[src/rtl/lenet_layer_seq.sv]
`timescale 1ns/1ps
// lenet_layer_seq: runs NUM_STAGES engines in order (clear, arm, run, gap) from one start pulse.
// Optional per-stage RUN watchdog is built when LENET_SEQ_WDOG_EN is defined.
module lenet_layer_seq #(
  parameter int NUM_STAGES  = 6,
  parameter int IDX_W       = 3,
  parameter int GAP_CYCLES  = 2,
  parameter int WDOG_CYCLES = 65535
) (
  input  logic                  clk,
  input  logic                  rst,
  input  logic                  start,
  input  logic                  abort,
  input  logic [NUM_STAGES-1:0] stage_finish,
  output logic [NUM_STAGES-1:0] stage_rst,
  output logic [NUM_STAGES-1:0] stage_en,
  output logic [IDX_W-1:0]      cur_stage,
  output logic                  busy,
  output logic                  done,
  output logic                  err
);
  typedef enum logic [2:0] {IDLE, CLR, ARM, RUN, GAP, DONE} state_t;

  localparam logic [IDX_W-1:0] LAST_IDX = IDX_W'(NUM_STAGES - 1);
  localparam logic [15:0]      GAP_LAST = 16'((GAP_CYCLES > 0) ? GAP_CYCLES - 1 : 0);

  if (NUM_STAGES < 1 || NUM_STAGES > 16 || (1 << IDX_W) < NUM_STAGES ||
      GAP_CYCLES < 0 || WDOG_CYCLES < 1 || WDOG_CYCLES > 65535) begin : g_bad_params
    $error("lenet_layer_seq: illegal parameter combination");
  end

  state_t                state, state_nxt;
  logic [IDX_W-1:0]      idx, idx_nxt;
  logic [15:0]           gap_cnt;
  logic                  fin, timeout;
  logic [NUM_STAGES-1:0] rst_nxt, en_nxt;
  logic                  busy_nxt, done_nxt;

  assign cur_stage = idx;

  // Only the finish flag of the stage currently being sequenced matters.
  always_comb begin
    fin = 1'b0;
    for (int unsigned i = 0; i < NUM_STAGES; i++)
      if (idx == IDX_W'(i)) fin = stage_finish[i];
  end

`ifdef LENET_SEQ_WDOG_EN
  localparam logic [15:0] WDOG_LAST = 16'(WDOG_CYCLES - 1);
  logic [15:0] wdog;
  logic        err_q;

  assign timeout = (state == RUN) && !fin && !abort && (wdog == WDOG_LAST);

  always_ff @(posedge clk) begin
    if (rst) begin
      wdog  <= '0;
      err_q <= 1'b0;
    end else begin
      wdog <= (state == RUN) ? wdog + 16'd1 : '0;
      if (timeout)
        err_q <= 1'b1;
      else if (state == IDLE && start)
        err_q <= 1'b0;
    end
  end

  assign err = err_q;
`else
  assign timeout = 1'b0;
  assign err     = 1'b0;
`endif

  always_ff @(posedge clk) begin
    if (rst) begin
      state     <= IDLE;
      idx       <= '0;
      gap_cnt   <= '0;
      stage_rst <= '0;
      stage_en  <= '0;
      busy      <= 1'b0;
      done      <= 1'b0;
    end else begin
      state     <= state_nxt;
      idx       <= idx_nxt;
      gap_cnt   <= (state == GAP) ? gap_cnt + 16'd1 : '0;
      stage_rst <= rst_nxt;
      stage_en  <= en_nxt;
      busy      <= busy_nxt;
      done      <= done_nxt;
    end
  end

  always_comb begin
    state_nxt = state;
    idx_nxt   = idx;
    case (state)
      IDLE: if (start) begin
        state_nxt = CLR;
        idx_nxt   = '0;
      end
      CLR:  state_nxt = ARM;
      ARM:  state_nxt = RUN;
      RUN: begin
        if (timeout)
          state_nxt = IDLE;
        else if (fin) begin
          if (idx == LAST_IDX)
            state_nxt = DONE;
          else if (GAP_CYCLES == 0) begin
            state_nxt = CLR;
            idx_nxt   = idx + 1'b1;
          end else
            state_nxt = GAP;
        end
      end
      GAP: if (gap_cnt == GAP_LAST) begin
        state_nxt = CLR;
        idx_nxt   = idx + 1'b1;
      end
      DONE:    state_nxt = IDLE;
      default: state_nxt = IDLE;
    endcase
    if (abort && state != IDLE)
      state_nxt = IDLE;
  end

  // Outputs are decoded from the next state so they register alongside it.
  always_comb begin
    rst_nxt = '0;
    en_nxt  = '0;
    for (int unsigned i = 0; i < NUM_STAGES; i++) begin
      rst_nxt[i] = (state_nxt == CLR) && (idx_nxt == IDX_W'(i));
      en_nxt[i]  = (state_nxt == RUN) && (idx_nxt == IDX_W'(i));
    end
    busy_nxt = (state_nxt != IDLE);
    done_nxt = (state_nxt == DONE);
  end

endmodule

[config.mk]
export PLATFORM = sky130hd
export DESIGN_NAME = lenet_layer_seq
export DESIGN_NICKNAME = d
export VERILOG_FILES = /design/src/rtl/lenet_layer_seq.sv
export SDC_FILE = /design/constraint.sdc
export NUM_CORES = 1
export LEC_CHECK = 0
export BUFFER_PORTS_ARGS = -buffer_cell sky130_fd_sc_hd__buf_2
export CORE_MARGIN = 1.5
export CORE_UTILIZATION = 25
export DETAILED_ROUTE_END_ITERATION = 6
export PLACE_DENSITY = 0.54
export SLEW_MARGIN = 20
export SYNTH_ARGS = -nofsm -noshare
export SYNTH_HDL_FRONTEND = slang
export SYNTH_SLANG_ARGS = --single-unit
[constraint.sdc]
create_clock -name clk -period 2.85 [get_ports clk]
set_input_delay 0.7125 -clock clk [delete_from_list [all_inputs] [get_ports clk]]
set_output_delay 0.7125 -clock clk [all_outputs]
set_load 0.01 [all_outputs]
==> metrics.md, run 1 <==
| Metric | Value |
|---|---|
| Die area | 7658 sq um |
| Resize count post-CTS | 0 |
| Port bufs | 26 |
| Setup Buffers After CTS | 0 |
| Worst VDD drop | around 0.25 mV |
| Root buf cell | clkbuf_8 |
| WP data arrival | 2.59 ns |
| Post-synth cell types | 49 |
| GRT Total Usage | 10.63% |
| Placeable core region | slightly below 7000 sq um |
| Share of cells above drive strength 1 | between 10% and 20% |
| Post-layout util | between 30% and 40% |
| Boundary pin count | 28 |
| Post-Place Setup Slack | about 0.44 ns |
| CP startpoint kind | flip-flop |
| Worst-Skew Late Latency | a little under 0.3 ns |
| Syn Area/Cell | between 8 and 9 sq um |
| Leading area contributor after synthesis | dfxtp_1 |
| Grt ovf | 0 |
| First-pass GRT wire length | 6.479 mm |
| Mapped Nets | between 200 and 250 |
| Synth Cell Area | 1785 sq um |
| Vias in the first global route | 1480 |
| H-tree level count | 2 |
| Crit end category | flip-flop |
| Num CTS Buffers | 5 |
| Clk sinks | 36 |
| Status | finished clean |
| Max-slew headroom | between 60 and 70% |
| FMAX | roughly 410 MHz |
| Drt first pass iters | 4 |
| Worst-Margin Slew | about 0.57 ns |
| Row Count | 30 |
| Die H | approximately 88 um |
| Net Switching | approximately 0.00022 W |
| Sw frac | 18.60% |
| Max Buffers Root-to-Sink | 2 |
| Combinational fraction of design power | between 3 and 4% |
| Final Hold Vio Count | 0 |
| Hold_buf cts | 0 |
| Worst Skew | 0.01088 ns |
| CTS tree | built |
| Antenna Nets Post-Route | 0 |
| Ys Warns | 0 |
| Post-DP HPWL | roughly 2.8 mm |
| Area growth syn-to-layout | 20.67% |
| Iter 0 DRT Violations | between 40 and 50 |
| Post-synthesis sequential area ratio | between 40% and 50% |
| Setup TNS | 0 ns |
| Final setup fails | 0 |
| Die X-Extent | roughly 88 um |
| EDFF count, synth | 0 |
| #FFs+latches synth | 36 |
| Initial antenna violation count | 1 |
| Power share of the clock group | between 50 and 60% |
| DRC errors left | 0 |
| CP Max Fanout | 12 |
| Max Cap Viol | 0 |
| Asr flop ratio synth | 0% |
| Initial core utilization | a little over a quarter |
| Setup slack after layout | roughly 0.43 ns |
| Top cell type's share of synthesized area | between 40% and 50% |
| Worst Path Required | around 3 ns |
| Largest net degree at the start of global routing | 18 |
| Power Density | roughly 550 nW/um^2 |
| Min-delay worst type | reg2reg |
| Top post-synthesis cells by area | dfxtp_1 (40%), nor2_1 (6.5%), ha_1 (4.9%), a21oi_1 (2.8%), nor3_1 (2.8%) |
| Synth Instances | 205 |
| Unrepaired setup endpoints after global routing | no |
| Reg clk slew, reported paths | around 0.070 ns |
| Crit share post-route | around 85% |
| DR vias/cell | about 4.6 |
| Sequential share of power | 43.2% |
| Leakage power | 0.7812 nW |
| Routed WL | about 3.8 mm |
| Prevailing post-synth register cell | dfxtp_1 |
| DR WL/cell | approximately 12 um |
| CP Class | reg2reg |
| Crit path time final | roughly 2.4 ns |
| Pint | 0.0009617 W |
| Slew Limit Fails | 0 |
| Inserted Diodes | 0 |
| Via Count | 1480 |
| Final net count | about 250 |
| GPL Wtd Cong | 0.8095 |
==> cell usage in the layout (no fill, tap or decap), drive strengths merged, types with 5 or more instances in the layout <==
| cell type | instances |
|---|---|
| nor3 | 11 |
| dfxtp | 36 |
| clkbuf | 5 |
| ha | 7 |
| nor4 | 9 |
| xor2 | 5 |
| a21oi | 10 |
| xnor2 | 5 |
| buf | 27 |
| nor2 | 31 |
| inv | 6 |
| or3 | 5 |
| nand2 | 8 |
| nand3 | 6 |
| and4 | 5 |
==> power by group through the flow <==
stage | sequential, W | combinational (W) | clock [W]
final | 0.000510 | 0.0000432 | 0.000628
after global routing | 0.000511 | 0.0000488 | 0.000664
after floorplan | 0.000523 | 0.0000289 | 0
after CTS | 0.000510 | 0.0000434 | 0.000644
after detailed placement | 0.000522 | 0.0000431 | 0
after global placement | 0.000522 | 0.0000439 | 0
==> flip-flops by register name, indices dropped and copies added, names as in the netlist <==
name,count
gap_cnt,16
stage_en,6
stage_rst,6
cur_stage,3
state,3
busy,1
done,1
==> per-layer routing <==
metal / vias up / wire, um / track usage [%]
li1: 786 / - / -
met1: 663 / 1850 / 12.89
met2: 22 / 1684 / 17.90
met3: 7 / 191 / 3.886
met4: 2 / 28 / 2.597
met5: - / 12 / 0
==> worst paths after layout <==
path         cells past startpoint                      to                    start  slack [ns]
max reg2reg                      7  stage_en[1]$_SDFF_PP0_  cur_stage[0]$_SDFF_PP0_        0.43
min reg2reg                      1   gap_cnt[0]$_SDFF_PP0_    gap_cnt[0]$_SDFF_PP0_        0.48
max                              7  stage_en[1]$_SDFF_PP0_  cur_stage[0]$_SDFF_PP0_        0.43
min                              1   gap_cnt[0]$_SDFF_PP0_    gap_cnt[0]$_SDFF_PP0_        0.48
==> cell usage after synthesis (2+ instances only) <==
master    instances
xor2_1            5
nand2_1           8
a21o_1            2
nand3b_1          2
nand3_1           6
a21oi_1          10
and4_1            5
xnor2_1           5
ha_1              7
nor2_1           31
inv_1             6
clkbuf_1          8
and2_1            2
a211oi_1          2
nand4_1           4
nand2b_1          2
buf_2             2
or3_1             5
or2_1             2
o21ai_0           4
a31oi_1           3
nor4_2            3
and3_1            3
nor4_1            6
o2111a_1          2
o21bai_1          3
dfxtp_1          36
nor3_1           10
==> layout make-up <==
cell class | instances | area (sq um)
Clock buffer | 5 | 68.82
Clock inverter | 3 | 90.09
Fill cell | 745 | 4677
Inverter | 6 | 22.52
Multi-Input combinational cell | 152 | 994.7
Sequential cell | 36 | 720.7
Tap cell | 96 | 120.1
Timing Repair Buffer | 27 | 137.6
==> critical path, stage by stage, from the launching register on <==
cell and delay, ns:
dfxtp_1 0.56, inv_1 0.23, ha_1 0.26, nor2b_1 0.13, a2111o_1 0.32, a22o_1 0.27, o211ai_1 0.42, nor2_1 0.11
==> kinds of logic (layout without fill, tap and decap cells) <==
family,count (synthesis),count (layout),share of synthesized area (%)
multiplexers,1,1,0.6306
adder cells (fa/ha/maj),7,7,4.905
other,1,1,0.2100
flip-flops,36,36,40.36
XOR/XNOR,10,10,4.905
AO/OA/AOI/OAI,34,34,13.38
buffers and inverters,17,41,3.924
AND/OR/NAND/NOR,99,99,31.68
==> per-stage QoR <==
stage / area (sq um) / hold WS [ns] / std cells / total power (W)
finish: 2155 / 0.4773 / 325 / 0.001181
global route: 2155 / 0.5302 / 325 / 0.001224
CTS: 2155 / 0.4849 / 325 / 0.001198
detailed placement: 1996 / 0.4675 / 317 / 0.0005650
global placement: 1996 / 0.4664 / 317 / 0.0005657
floorplan: 1785 / 0.4413 / 205 / 0.0005518
Power figures use the tool's default switching activity.
==> run 2: changes to the inputs <==
Settings changed: BUFFER_PORTS_ARGS -buffer_cell sky130_fd_sc_hd__buf_2 to not set, DONT_BUFFER_PORTS set to 1, PLACE_DENSITY 0.54 to 0.5.
==> run 2 against run 1 <==
Core utilization shrank 2.5 points. Largest cell class unchanged. Clock power shrank 29%. Setup slack gained 0.036 ns. Final cell count shrank 7.7%. Die area is the same. Global-route usage shrank 0.26 points. Largest power group is now registers.
==> metrics.md, run 2 (synthesized netlist as in run 1, its figures left out) <==
| Metric | Value |
|---|---|
| Status | finished clean (unchanged) |
| Crit share post-route | 83.81% (was 85.09%) |
| Clk sinks | 36 (unchanged) |
| Worst path max stage delay | 0.48 ns (was 0.56 ns) |
| Row Count | 30 (unchanged) |
| GPL Wtd Cong | 0.7670 (was 0.8095) |
| Drt first pass iters | 4 (unchanged) |
| DR WL/cell | 13.04 um (was 11.59 um) |
| Die area | 7658 sq um (unchanged) |
| Top flop regs | gap_cnt x16, stage_en x6, stage_rst x6 (unchanged) |
| Initial core utilization | 26.14% (unchanged) |
| CP startpoint kind | flip-flop (unchanged) |
| CP cell instances | inv_1 > ha_1 > nand3b_1 > a2111o_1 > a22o_1 > o211ai_1 > nor2_1 (was inv_1 > ha_1 > nor2b_1 > a2111o_1 > a22o_1 > o211ai_1 > nor2_1) |
| Final Hold Vio Count | 0 (unchanged) |
| Placeable core region | 6832 sq um (unchanged) |
| WP data arrival | 2.54 ns (was 2.59 ns) |
| Die X-Extent | 87.51 um (unchanged) |
| Boundary pin count | 28 (unchanged) |
| Final setup fails | 0 (unchanged) |
| Worst Skew | 0.005375 ns (was 0.01088 ns) |
| Most common cell after layout, fill and taps aside | dfxtp_1 (unchanged) |
| Max Cap Viol | 0 (unchanged) |
| Reg clk slew, reported paths | 0.08 ns (was 0.07 ns) |
| Worst Path Required | 3.00 ns (was 3.01 ns) |
| Crit path max-delay family | compound AO/OA/AOI/OAI gates (unchanged) |
| Leakage power | 0.6332 nW (was 0.7812 nW) |
| Crit end category | flip-flop (unchanged) |
| DR vias/cell | 4.760 (was 4.554) |
| Area growth syn-to-layout | 11.14% (was 20.67%) |
| CTS tree | built (unchanged) |
| Iter 0 DRT Violations | 48 (was 47) |
| Antenna Nets Post-Route | 0 (unchanged) |
| Fillers | 751 (was 745) |
| Unrepaired setup endpoints after global routing | no (unchanged) |
| Routed WL | 3.911 mm (was 3.768 mm) |
| Largest net degree at the start of global routing | 18 (unchanged) |
| Hold WS | 0.4867 ns (was 0.4773 ns) |
| Max Buffers Root-to-Sink | 2 (unchanged) |
| Grt ovf | 0 (unchanged) |
| Initial antenna violation count | 0 (was 1) |
| Setup Buffers After CTS | 0 (unchanged) |
| Die H | 87.51 um (unchanged) |
| Worst-Skew Late Latency | 0.28 ns (was 0.29 ns) |
| Via Count | 1428 (was 1480) |
| Port bufs | 0 (was 26) |
| Hold_buf cts | 0 (unchanged) |
| Power Density | 496.6 nW/um^2 (was 548.3 nW/um^2) |
| DRC errors left | 0 (unchanged) |
| Resize count post-CTS | 0 (unchanged) |
| Number of buffers and inverters on the critical path | 1 (unchanged) |
| Max-slew headroom | 62.81% (was 61.91%) |
| H-tree level count | 2 (unchanged) |
| Commonest non-fill, non-tap cells in the layout | dfxtp_1 (36), nor2_1 (31), a21oi_1 (10), nor3_1 (10), nand2_1 (8) (was dfxtp_1 (36), nor2_1 (31), buf_2 (26), a21oi_1 (10), nor3_1 (10)) |
| Setup TNS | 0 ns (unchanged) |
| Worst-Margin Slew | 0.5578 ns (was 0.5713 ns) |
| Share of cells above drive strength 1 | 9.804% (was 19.65%) |
| Final net count | 220 (was 245) |
| Crit-path slowest cell | dfxtp_1 (unchanged) |
| Crit path time final | 2.389 ns (was 2.425 ns) |
| CP Max Fanout | 6 (was 12) |
| Num CTS Buffers | 5 (unchanged) |
| Top reg by flops | gap_cnt (unchanged) |
| Root buf cell | clkbuf_8 (unchanged) |
| CP Class | reg2reg (unchanged) |
| Inserted Diodes | 0 (unchanged) |
| Slew Limit Fails | 0 (unchanged) |
| FMAX | 418.7 MHz (was 412.4 MHz) |
| Largest register FFs | 16 (unchanged) |
| Worst VDD drop | 0.2727 mV (was 0.2480 mV) |
| First-pass GRT wire length | 6.285 mm (was 6.479 mm) |
| Min-delay worst type | in2reg (was reg2reg) |
| GRT Total Usage | 10.37% (was 10.63%) |
| Post-DP HPWL | 2.945 mm (was 2.797 mm) |
| Vias in the first global route | 1331 (was 1480) |
## run 2: power by group
group / leakage [nW] / switching [W] / total (W) / internal, W
Combinational: 0.288 / 0.0000183 / 0.0000294 / 0.0000111
Clock: 0.0541 / 0.000185 / 0.000444 / 0.000259
Sequential: 0.291 / 0.00000515 / 0.000512 / 0.000507
Total: 0.633 / 0.000209 / 0.000986 / 0.000777
## run 2: final cells by class
cell class | instances | area [sq um] | share of cell area (%)
flip-flops and latches | 36 | 720.7 | 36.32
multi-input cells | 152 | 994.7 | 50.13
clock buffers | 5 | 68.82 | 3.468
well taps | 96 | 120.1 | 6.053
repair buffers | 2 | 15.01 | 0.7566
inverters | 6 | 22.52 | 1.135
clock inverters | 3 | 42.54 | 2.144
## run 2: metrics by stage
stage | total power [W] | utilization [%] | area, sq um | setup slack (ns) | cells
after floorplan | 0.0005518 | - | 1785 | 0.6016 | 205
after global placement | 0.0005539 | 27.42 | 1873 | 0.5588 | 292
after CTS | 0.001002 | 29.05 | 1984 | 0.4710 | 300
after global routing | 0.001029 | 29.05 | 1984 | 0.2679 | 300
final | 0.0009855 | 29.05 | 1984 | 0.4614 | 300
after detailed placement | 0.0005535 | 27.42 | 1873 | 0.4920 | 292
## run 2: routing by layer
metal | part of all wire [%] | GRT usage (%) | vias to the layer above
met4 | 0.43 | 1.732 | 0
met5 | 0 | 0 | -
met1 | 46 | 12.87 | 664
li1 | - | - | 734
met3 | 6.9 | 3.886 | 2
met2 | 46 | 17.41 | 28
## run 2: path summary, 6_finish.rpt
path	start	endpoint	slack, ns	cells past startpoint
max	cur_stage[1]$_SDFF_PP0_	stage_en[1]$_SDFF_PP0_	0.46	7
min reg2reg	gap_cnt[0]$_SDFF_PP0_	gap_cnt[0]$_SDFF_PP0_	0.49	1
max reg2reg	cur_stage[1]$_SDFF_PP0_	stage_en[1]$_SDFF_PP0_	0.46	7
min	rst	cur_stage[1]$_SDFF_PP0_	0.49	1
==> run 3: changes to the inputs <==
Clock period 2.85 ns to 2.25 ns, I/O delays scaled along.
==> run 3 against run 2 <==
Clock power grew 3%. Sequential power increased by 27%. Global-route usage up 0.59 points. Sequential share of layout area down 0.35 points. Combinational power is 39% higher. Die area unchanged. Clock skew grew 0.010 ns. Wire length down 1.4%. Via count rose by 0.91%. Setup slack got worse by 0.32 ns. Count of clock-buffer cells in the layout is the same. Final area is 1.1% higher. Critical endpoint is now stage_en[2]$_SDFF_PP0_.
==> metrics.md, run 3 (synthesized netlist as in run 1, its figures left out) <==
| Metric | Value |
|---|---|
| H-tree level count | 2 (unchanged) |
| Crit path max-delay family | compound AO/OA/AOI/OAI gates (unchanged) |
| Routed WL | 3.856 mm (was 3.911 mm) |
| Final total power | 0.001148 W (was 0.0009855 W) |
| Number of buffers and inverters on the critical path | 2 (was 1) |
| Max-slew headroom | 62.90% (was 62.81%) |
| Worst path max stage delay | 0.41 ns (was 0.48 ns) |
| CP Max Fanout | 6 (unchanged) |
| Reg clk slew, reported paths | 0.09 ns (was 0.08 ns) |
| Max Cap Viol | 0 (unchanged) |
| Post-Place Setup Slack | 0.08624 ns (was 0.4920 ns) |
| Crit end category | flip-flop (unchanged) |
| Die H | 87.51 um (unchanged) |
| Num CTS Buffers | 5 (unchanged) |
| Final setup fails | 0 (unchanged) |
| Leakage power | 0.6518 nW (was 0.6332 nW) |
| Worst Path Required | 2.42 ns (was 3.00 ns) |
| Min-delay worst type | in2reg (unchanged) |
| Final Non-Filler Cells | 304 (was 300) |
| Worst Skew | 0.01562 ns (was 0.005375 ns) |
| Max Buffers Root-to-Sink | 2 (unchanged) |
| WP data arrival | 2.28 ns (was 2.54 ns) |
| Power Density | 572.0 nW/um^2 (was 496.6 nW/um^2) |
| CP startpoint kind | flip-flop (unchanged) |
| Setup TNS | 0 ns (unchanged) |
| DR WL/cell | 12.68 um (was 13.04 um) |
| CP cell instances | inv_1 > ha_1 > nand3b_1 > a2111o_1 > a22o_1 > o211ai_1 > buf_4 > nor3_1 (was inv_1 > ha_1 > nand3b_1 > a2111o_1 > a22o_1 > o211ai_1 > nor2_1) |
| Initial antenna violation count | 0 (unchanged) |
| Share of cells above drive strength 1 | 12.98% (was 9.804%) |
| CTS tree | built (unchanged) |
| Crit-path slowest cell | a2111o_1 (was dfxtp_1) |
| Status | finished clean (unchanged) |
| DRC errors left | 0 (unchanged) |
| CP Class | reg2reg (unchanged) |
| Post-DP HPWL | 2.906 mm (was 2.945 mm) |
| Worst VDD drop | 0.2648 mV (was 0.2727 mV) |
| Fillers | 763 (was 751) |
| Top reg by flops | gap_cnt (unchanged) |
| Hold_buf cts | 0 (unchanged) |
| Largest net degree at the start of global routing | 18 (unchanged) |
| Slew Limit Fails | 0 (unchanged) |
| GRT Total Usage | 10.96% (was 10.37%) |
| First-pass GRT wire length | 6.644 mm (was 6.285 mm) |
| Port bufs | 0 (unchanged) |
| Die area | 7658 sq um (unchanged) |
| Root buf cell | clkbuf_8 (unchanged) |
| # placed instances | 296 (was 292) |
| Worst-Skew Late Latency | 0.29 ns (was 0.28 ns) |
| Die X-Extent | 87.51 um (unchanged) |
| Crit share post-route | 93.87% (was 83.81%) |
| GPL Wtd Cong | 0.8091 (was 0.7670) |
| Inserted Diodes | 0 (unchanged) |
| Antenna Nets Post-Route | 0 (unchanged) |
| Iter 0 DRT Violations | 31 (was 48) |
| Commonest non-fill, non-tap cells in the layout | dfxtp_1 (35), nor2_1 (31), a21oi_1 (10), nor3_1 (10), nand2_1 (8) (was dfxtp_1 (36), nor2_1 (31), a21oi_1 (10), nor3_1 (10), nand2_1 (8)) |
| Boundary pin count | 28 (unchanged) |
| Drt first pass iters | 4 (unchanged) |
| Placeable core region | 6832 sq um (unchanged) |
| Crit path time final | 2.112 ns (was 2.389 ns) |
| Final net count | 224 (was 220) |
| Area growth syn-to-layout | 12.40% (was 11.14%) |
| Grt ovf | 0 (unchanged) |
| Top flop regs | gap_cnt x16, stage_en x6, stage_rst x6 (unchanged) |
| Largest register FFs | 16 (unchanged) |
| Clk sinks | 36 (unchanged) |
| Vias in the first global route | 1433 (was 1331) |
| Worst-Margin Slew | 0.5565 ns (was 0.5578 ns) |
| Unrepaired setup endpoints after global routing | no (unchanged) |
| Final Hold Vio Count | 0 (unchanged) |
| DR vias/cell | 4.740 (was 4.760) |
| Setup slack after layout | 0.1380 ns (was 0.4614 ns) |
| Row Count | 30 (unchanged) |
| Most common cell after layout, fill and taps aside | dfxtp_1 (unchanged) |
| Initial core utilization | 26.14% (unchanged) |
| FMAX | 473.5 MHz (was 418.7 MHz) |
| Via Count | 1441 (was 1428) |
run 3: routing by layer:
metal	track usage, %	vias to the layer above	part of all wire, %
met1	13.48	674	47
met4	3.030	0	0.54
met5	0	-	0
li1	-	741	-
met2	18.11	23	47
met3	3.886	3	5.7
run 3: worst paths after layout:
path / cells after the start / startpoint / slack [ns] / endpoint
setup / recovery: 8 / cur_stage[1]$_SDFF_PP0_ / 0.14 / stage_en[2]$_SDFF_PP0_
hold / removal: 1 / rst / 0.32 / cur_stage[1]$_SDFF_PP0_
setup reg to reg: 8 / cur_stage[1]$_SDFF_PP0_ / 0.14 / stage_en[2]$_SDFF_PP0_
hold reg to reg: 2 / gap_cnt[15]$_SDFF_PP0_ / 0.49 / gap_cnt[15]$_SDFF_PP0_
run 3: what timing repair did:
item,in CTS,in global routing
setup buffers,0,0
endpoints found under the setup margin,0,14
resized for setup,0,4
run 3: worst reg2reg max path: cells and delay by family, from the launching register on:
family	cells	cell delay, ns
AO/OA/AOI/OAI	3	0.89
flip-flops	1	0.38
buffers and inverters	2	0.27
adder cells (fa/ha/maj)	1	0.23
AND/OR/NAND/NOR	2	0.22
run 3: cell type report:
cell class | count | area (sq um) | area share, %
Clock buffer | 5 | 68.82 | 3.429
Clock inverter | 3 | 18.77 | 0.9352
Inverter | 6 | 22.52 | 1.122
Multi-Input combinational cell | 152 | 1010 | 50.31
Sequential cell | 36 | 721.9 | 35.97
Tap cell | 96 | 120.1 | 5.985
Timing Repair Buffer | 6 | 45.04 | 2.244
run 3: where the power goes:
part | switching, W | internal (W) | total (W) | leakage, nW
sequential | 0.00000637 | 0.000642 | 0.000649 | 0.291
combinational | 0.0000242 | 0.0000167 | 0.0000409 | 0.313
clock | 0.000243 | 0.000216 | 0.000459 | 0.0479
total | 0.000273 | 0.000875 | 0.00115 | 0.652
run 3: through the flow:
step | hold WS, ns | cell area, sq um | util [%]
global route | 0.3083 | 2007 | 29.38
floorplan | 0.4413 | 1785 | -
CTS | 0.3231 | 1991 | 29.14
detailed placement | 0.4819 | 1903 | 27.86
global placement | 0.4696 | 1903 | 27.86
finish | 0.3198 | 2007 | 29.38
